===== config.mk =====
export PLATFORM = sky130hd
export DESIGN_NAME = config_frame_writer_flat
export DESIGN_NICKNAME = d
export VERILOG_FILES = /design/src/rtl/config_frame_writer_if.sv /design/src/rtl/config_frame_writer.sv /design/src/flat_wrapper.sv
export SDC_FILE = /design/constraint.sdc
export NUM_CORES = 1
export LEC_CHECK = 0
export CORE_AREA = 2 2 89 91
export DETAILED_ROUTE_END_ITERATION = 12
export DIE_AREA = 0 0 91 93
export GPL_ROUTABILITY_DRIVEN = 1
export PLACE_DENSITY = 0.74
export REMOVE_ABC_BUFFERS = 1
export SLEW_MARGIN = 5
export SYNTH_ARGS = -nofsm -noshare
export SYNTH_HDL_FRONTEND = slang
export SYNTH_SLANG_ARGS = --single-unit
export TNS_END_PERCENT = 10

===== constraint.sdc =====
create_clock -name CLK -period 1.3 [get_ports CLK]
set_input_delay 0.195 -clock CLK [delete_from_list [all_inputs] [get_ports CLK]]
set_output_delay 0.195 -clock CLK [all_outputs]
set_load 0.05 [all_outputs]

===== src/rtl/config_frame_writer_if.sv =====
// Bus between the bitstream source and the frame writer: the word stream in,
// plus the frame-register load signals and status going out to the tile columns.
interface config_frame_writer_if #(
  parameter int FrameBitsPerRow = 32,
  parameter int RowSelectWidth  = 5
);
  logic [FrameBitsPerRow-1:0] WriteData;
  logic                       WriteStrobe;
  logic [31:0]                FrameAddressRegister;
  logic [FrameBitsPerRow-1:0] FrameData;
  logic [RowSelectWidth-1:0]  RowSelect;
  logic                       FrameStrobe;
  logic                       LongFrameStrobe;
  logic                       ConfigActive;

  modport master (
    output WriteData, WriteStrobe,
    input  FrameAddressRegister, FrameData, RowSelect,
           FrameStrobe, LongFrameStrobe, ConfigActive
  );

  modport slave (
    input  WriteData, WriteStrobe,
    output FrameAddressRegister, FrameData, RowSelect,
           FrameStrobe, LongFrameStrobe, ConfigActive
  );
endinterface


===== src/rtl/config_frame_writer.sv =====
// Configuration frame writer: locks onto the sync word, then splits the word
// stream into frame address words and per-row frame data loads.
//
//   state | meaning
//   IDLE  | waiting for SyncWord, other words discarded
//   ADDR  | next strobed word is a frame address (or desync)
//   DATA  | loading rows NumberOfRows-1 down to 0 of the current frame
module config_frame_writer #(
  parameter int                         NumberOfRows    = 16,
  parameter int                         RowSelectWidth  = 5,
  parameter int                         FrameBitsPerRow = 32,
  parameter int                         DesyncFlag      = 20,
  parameter logic [FrameBitsPerRow-1:0] SyncWord        = 32'hFAB0_FAB1
) (
  input logic                   CLK,
  input logic                   reset,
  config_frame_writer_if.slave  cfg
);

  typedef enum logic [1:0] {IDLE, ADDR, DATA} state_t;

  localparam logic [RowSelectWidth-1:0] ROW_LAST = RowSelectWidth'(NumberOfRows - 1);

  state_t                     state, state_nxt;
  logic [RowSelectWidth-1:0]  row_cnt, row_cnt_nxt;
  logic [31:0]                frame_addr, frame_addr_nxt;
  logic [FrameBitsPerRow-1:0] frame_data, frame_data_nxt;
  logic [RowSelectWidth-1:0]  row_sel, row_sel_nxt;
  logic                       frame_stb, frame_stb_nxt;
  logic                       long_pend, long_pend_nxt;
  logic                       long_stb;
  logic                       active, active_nxt;

  always_ff @(posedge CLK) begin
    if (reset) begin
      state      <= IDLE;
      row_cnt    <= '0;
      frame_addr <= '0;
      frame_data <= '0;
      row_sel    <= '0;
      frame_stb  <= 1'b0;
      long_pend  <= 1'b0;
      long_stb   <= 1'b0;
      active     <= 1'b0;
    end else begin
      state      <= state_nxt;
      row_cnt    <= row_cnt_nxt;
      frame_addr <= frame_addr_nxt;
      frame_data <= frame_data_nxt;
      row_sel    <= row_sel_nxt;
      frame_stb  <= frame_stb_nxt;
      long_pend  <= long_pend_nxt;
      // delayed one cycle so the long strobe trails the row-0 FrameStrobe
      long_stb   <= long_pend;
      active     <= active_nxt;
    end
  end

  always_comb begin
    state_nxt      = state;
    row_cnt_nxt    = row_cnt;
    frame_addr_nxt = frame_addr;
    frame_data_nxt = frame_data;
    row_sel_nxt    = row_sel;
    frame_stb_nxt  = 1'b0;
    long_pend_nxt  = 1'b0;
    active_nxt     = active;
    if (cfg.WriteStrobe) begin
      case (state)
        IDLE: begin
          if (cfg.WriteData == SyncWord) begin
            state_nxt  = ADDR;
            active_nxt = 1'b1;
          end
        end
        ADDR: begin
          if (cfg.WriteData[DesyncFlag]) begin
            state_nxt  = IDLE;
            active_nxt = 1'b0;
          end else begin
            frame_addr_nxt = 32'(cfg.WriteData);
            row_cnt_nxt    = ROW_LAST;
            state_nxt      = DATA;
          end
        end
        DATA: begin
          frame_data_nxt = cfg.WriteData;
          row_sel_nxt    = row_cnt;
          frame_stb_nxt  = 1'b1;
          if (row_cnt == '0) begin
            state_nxt     = ADDR;
            long_pend_nxt = 1'b1;
          end else begin
            row_cnt_nxt = row_cnt - 1'b1;
          end
        end
        default: state_nxt = IDLE;
      endcase
    end
  end

  assign cfg.FrameAddressRegister = frame_addr;
  assign cfg.FrameData            = frame_data;
  assign cfg.RowSelect            = row_sel;
  assign cfg.FrameStrobe          = frame_stb;
  assign cfg.LongFrameStrobe      = long_stb;
  assign cfg.ConfigActive         = active;

endmodule


===== src/flat_wrapper.sv =====
// flat-port wrapper written by rule: the top's interface ports become plain ports
module config_frame_writer_flat 
#(
  parameter int                         NumberOfRows    = 16,
  parameter int                         RowSelectWidth  = 5,
  parameter int                         FrameBitsPerRow = 32,
  parameter int                         DesyncFlag      = 20,
  parameter logic [FrameBitsPerRow-1:0] SyncWord        = 32'hFAB0_FAB1
)
  (CLK, reset, cfg_WriteData, cfg_WriteStrobe, cfg_FrameAddressRegister, cfg_FrameData, cfg_RowSelect, cfg_FrameStrobe, cfg_LongFrameStrobe, cfg_ConfigActive);
  config_frame_writer_if #(.FrameBitsPerRow(FrameBitsPerRow), .RowSelectWidth(RowSelectWidth)) cfg_i ();
  input logic CLK;
  input logic reset;
  input wire logic [$bits(cfg_i.WriteData)-1:0] cfg_WriteData;
  input wire logic [$bits(cfg_i.WriteStrobe)-1:0] cfg_WriteStrobe;
  output wire logic [$bits(cfg_i.FrameAddressRegister)-1:0] cfg_FrameAddressRegister;
  output wire logic [$bits(cfg_i.FrameData)-1:0] cfg_FrameData;
  output wire logic [$bits(cfg_i.RowSelect)-1:0] cfg_RowSelect;
  output wire logic [$bits(cfg_i.FrameStrobe)-1:0] cfg_FrameStrobe;
  output wire logic [$bits(cfg_i.LongFrameStrobe)-1:0] cfg_LongFrameStrobe;
  output wire logic [$bits(cfg_i.ConfigActive)-1:0] cfg_ConfigActive;
  assign cfg_i.WriteData = cfg_WriteData;
  assign cfg_i.WriteStrobe = cfg_WriteStrobe;
  assign cfg_FrameAddressRegister = cfg_i.FrameAddressRegister;
  assign cfg_FrameData = cfg_i.FrameData;
  assign cfg_RowSelect = cfg_i.RowSelect;
  assign cfg_FrameStrobe = cfg_i.FrameStrobe;
  assign cfg_LongFrameStrobe = cfg_i.LongFrameStrobe;
  assign cfg_ConfigActive = cfg_i.ConfigActive;
  config_frame_writer #(.NumberOfRows(NumberOfRows), .RowSelectWidth(RowSelectWidth), .FrameBitsPerRow(FrameBitsPerRow), .DesyncFlag(DesyncFlag), .SyncWord(SyncWord)) u_core (.CLK(CLK), .reset(reset), .cfg(cfg_i));
endmodule

Yosys cells after proc, flatten, opt, wreduce, memory -nomap -nowiden --
Cells that the tools add are included.
Word-level totals: bits in registers 79, input bits 35, output and inout port bits 72
Cells by class: add/subtract/negate cells 1, equal/unequal tests 8, muxes and demuxes 12, bitwise logic cells 3, reductions and logical operators 11
Operators by type and width (number):
- 32-bit equality test, second input constant | 1
- 5-bit 2-to-1 mux | 2
- 5-bit one-hot mux with 2 select lines | 1
- 4-bit AND reduction | 2
- 2-bit 2-to-1 mux | 3
- 2-bit != test, second input constant | 3
- 2-bit one-hot mux with 3 select lines | 1
- 3-bit AND reduction | 2
- 5-bit zero test | 1
- 5-bit by 1-bit subtractor with 5-bit output, second input constant | 1
- 1-bit 2-to-1 mux | 4
- 2-bit by 1-bit != test with 1-bit output, second input constant | 2
- 2-bit nonzero test | 2
- 1-bit NOT | 3
- 3-bit OR reduction | 1
- 2-bit by 1-bit equality test with 1-bit output, second input constant | 1
- 2-bit equality test, second input constant | 1
- 2-bit zero test | 1
- 1-bit one-hot mux with 2 select lines | 1
- 2-bit AND reduction | 1
- 2-bit OR reduction | 1

Depth between registers and ports, before layout --
word-level depth 3, gate-level depth with buffers 6

Worst setup path after synthesis --
OpenSTA, ideal clock, no wires.
kind reg-to-reg, from register u_core.state[0], to register u_core.frame_addr[26], in the netlist u_core.cfg.FrameAddressRegister[26], library setup time 0.132 ns, data arrival time 1.266 ns, slack -0.098 ns, cell stages (with the launch flop) 7, buffers on the path 2, period minus slack after synthesis 1.398 ns, path through dfxtp_1 -> inv_2 -> or4b_1 -> buf_2 -> buf_6 -> nand2_1 -> a21oi_1
On the way: longest elaborated chain between the ends 2
RTL lines:
- start: declaration | RTL line config_frame_writer.sv:24 | state_t state, state_nxt;
- start signal: assignment | RTL line config_frame_writer.sv:46 | state <= state_nxt;
- 2-bit by 1-bit equality test with 1-bit output | RTL line config_frame_writer.sv:69 | case (state)
- 3-bit AND reduction (no line)
- end signal: assignment | RTL line config_frame_writer.sv:48 | frame_addr <= frame_addr_nxt;
- end: declaration | RTL line config_frame_writer.sv:26 | logic [31:0] frame_addr, frame_addr_nxt;
No other way between the ends. A chain may end at the register's enable or synchronous reset.

Worst setup path after layout --
from register u_core.state[0], to register u_core.row_cnt[1]
On the way: longest elaborated chain between the ends 3, elaborated cells between the ends (all ways) 7, those cells by class eq/ne: 4; mux: 1; reduce/logical: 2
RTL lines:
- 2-bit equality test or 2-bit by 1-bit equality test with 1-bit output (tied branches) | RTL line config_frame_writer.sv:69
- 2-bit != test (no line) or 2-bit nonzero test (tied branches)
- 4-bit AND reduction (no line)
- end signal: assignment | RTL line config_frame_writer.sv:47 | row_cnt <= row_cnt_nxt;
- end: declaration | RTL line config_frame_writer.sv:25 | logic [RowSelectWidth-1:0] row_cnt, row_cnt_nxt;
Parallel ways exist; a longest one is shown, timed or not.

==> impl_results.md <==
* Rows at 32
* Num Clock Sinks at around 80
* Core area at approximately 7500 sq um
* Status: finished with violations
* Die width at between 90 and 100 um
* Critical path depth at 6
* Share of cells above drive strength 1 at between 30% and 40%
* Metal-1 WL at about 3400 um
* Final wirelength at 8940 um
* Switching power at between 0.9 and 1 mW
* Clk buf depth at 2
* Ant. Diodes at 0
* Clock Latency Late Sink at ~340 ps
* Reg clk slew, reported paths at about 80 ps
* Hold-fix buffers, CTS at 0
* Wirelength per Cell at approximately 15 um
* Yosys reg bits at 79
* Leakage at around 2 nW
* RSZ-0062 raised after global routing: true
* Starting Density at 38.6%
* FF-to-FF path depth at 6
* # placed instances at about 600
* CP bufs+invs at 3
* DR vias at ~3k
* Total GRT Usage at a little over a fifth
* PD cells at 858 nW/um^2
* TritonCTS clock tree: built
* I/O pin cnt at 107
* Data arrival time of the worst path at between 1500 and 2000 ps
* Final setup fails at between 40 and 50
* Top cell type by total area after synthesis: dfxtp_1
* Clock power frac at between 40% and 50%
* Post-Synthesis Cells at about 360
* Met3 WL at roughly 670 um
* Most common cell after layout, fill and taps aside: nand2_1
* Slowest stage cell, crit path: dfxtp_2
* Min-Delay Path Class: primary input to flop
* Final non-filler cell total at 611
* Hold Vio Cnt, Final at 0
* Syn Std Cell Area at about 2900 sq um
* Worst-path fanout max at 5
* Largest cells by area after synthesis: dfxtp_1, nand2_1, a21oi_1, buf_2, clkbuf_1
* Root Driver: clkbuf_8
* Largest net degree at the start of global routing at 32
* # fillers at a little under 600
* Count of input and output buffers at ~110
* Critical path class: flop to flop
* Syn. warnings at 0
* DRC at 0
* Vias per cell at approximately 4.9
* Pre-CTS setup slack at -621 ps
* Initial antenna violation count at 0
* Final Net Count at around 540
* Max Cap Violations at 0
* Number of global-route vias before repair at just under 3k
* Antenna Nets Post-Route at 0
* Sequential fraction of the synthesis area at a little over half
* Peak VDD IR at around 700 uV
* Cell variety after synth at 32
* Top-area cell type share of the netlist area at 54.4%
* Startpoint types: flop
* Gpl congestion at roughly 0.82
* Critical Path End Type: flop
* DR top layer: met4
* Fin. max-slew vios at 0
* Hpwl dp at between 6000 and 7000 um
* Cell Int Power at about 3.7 mW
* 1st-iter DRT viols at about 120
* DRT Pass-1 Iters at 5
* Syn Area/Cell at ~8 sq um
* Met2 wire len at 4590 um
* Minimum clock period at 1490 ps
* Sw frac at slightly above 20%
* Crit-path max cell delay at approximately 370 ps
* Fmax at approximately 670 MHz
* Remaining global-route overflow at 0
* CTS Buf Count at 9
* Worst Setup Slack, final at -188 ps
* Comb pwr share at ~5.9%
* Crit path required time at between 1500 and 2000 ps
* Failing checks: setup timing
* Most frequent cells in the layout: nand2_1, dfxtp_1, buf_12
* Die ar. at between 8000 and 9000 sq um
* Flop pwr share at 52.2%
* Area grow syn2layout at 85.8%
* Critical path's top delay family: buffers and inverters
* Die H at between 90 and 100 um
* H-tree Lvls at 3
* Cell Chain, Critical Path: inv_2, buf_4, nor4b_4, buf_6, nor3_1, a211oi_1
* Final period util at 114%
* Clock skew at approximately 10 ps
* First-pass GRT wire length at around 14000 um
* Hold Crit Depth at 3
-- cell families after synthesis --
logic type               after synthesis  synth area share (%)
AND/OR/NAND/NOR                      168                  25.8
AO/OA/AOI/OAI                         79                  14.1
XOR/XNOR                               1                 0.301
adder cells (fa/ha/maj)                1                 0.430
other                                  1                 0.129
buffers and inverters                 28                  4.86
flip-flops                            79                  54.4
-- cells in the mapped netlist --
master,count
o311a_1,1
buf_4,1
nor4_1,2
nor2_1,3
buf_6,3
a21oi_1,72
inv_2,1
buf_1,3
xnor2_1,1
nand4b_1,4
or4bb_1,2
a211oi_1,2
nor4b_2,1
o21ai_0,3
and3b_1,1
conb_1,1
nor2b_1,3
clkbuf_1,10
buf_2,8
nand3_1,1
or4b_1,1
nor4b_4,1
ha_1,1
nor3_1,4
dfxtp_1,79
a2bb2oi_1,1
inv_1,2
nand2_1,138
or4_1,1
nand3b_1,3
and2_1,1
or3_1,2
-- final cells by class --
cell class                 count  area [sq um]  area share, %
tap                          102           128           2.36
multi-input combinational    250          1230           22.8
timing repair buffer         162          2240           41.4
clock inverter                 4          70.1           1.30
clock buffer                  11           141           2.62
sequential                    79          1580           29.3
inverter                       3          11.3          0.209
-- power by group through the flow --
stage	clock (mW)	combinational (mW)	sequential (mW)
4_1_cts	1.97	0.272	2.42
6_report	1.94	0.274	2.42
5_1_grt	2.08	0.290	2.42
3_5_place_dp	0	0.272	2.47
3_3_place_gp	0	0.267	2.47
2_1_floorplan	0	0.0215	2.47
-- per-stage QoR --
step           hold slack [ps]  utilization (%)  cell area [sq um]  total power [mW]  TNS (ps)
6_report                   263             71.7               5400              4.63     -3260
5_1_grt                    282             71.7               5400              4.79     -6980
4_1_cts                    250             71.4               5370              4.66     -1890
3_5_place_dp               420             67.8               5110              2.75    -28860
3_3_place_gp               422             67.8               5110              2.74    -25110
2_1_floorplan              264                -               2780              2.50    -23110
-- sequential cells by signal, indices dropped and copies added, names as in the netlist --
register / cells
u_core.cfg.FrameData: 32
u_core.cfg.RowSelect: 5
u_core.cfg.FrameAddressRegister: 31
u_core.state: 2
u_core.row_cnt: 5
u_core.long_pend: 1
u_core.cfg.ConfigActive: 1
u_core.cfg.FrameStrobe: 1
u_core.cfg.LongFrameStrobe: 1
-- layer usage --
| layer | global-route usage [%] | vias up |
|---|---|---|
| met1 | 22.7 | 1373 |
| met3 | 6.04 | 21 |
| met2 | 38.3 | 135 |
| met4 | 9.60 | 0 |
| li1 | - | 1471 |
| met5 | 0 | - |
-- worst min-delay path, cell delays in order --
cell	delay (ps)
dlygate4sd2_1	260
nand2_1	60
a21oi_1	50
-- worst paths after layout --
path | from | endpoint | slack [ps]
worst max-delay path | u_core.state[0] | u_core.row_cnt[1] | -190
worst min register to register | u_core.long_pend | u_core.cfg.LongFrameStrobe | 420
worst max register to register | u_core.state[0] | u_core.row_cnt[1] | -190
worst min-delay path | cfg_WriteData[8] | u_core.cfg.FrameAddressRegister[8] | 260
-- repair_timing --
item,4_1_cts,5_1_grt
gates resized for setup,21,4
buffers inserted,0,2
endpoints found under the setup margin,69,76
pin swaps,5,1
No activity file was read; power rests on OpenSTA's default activity.
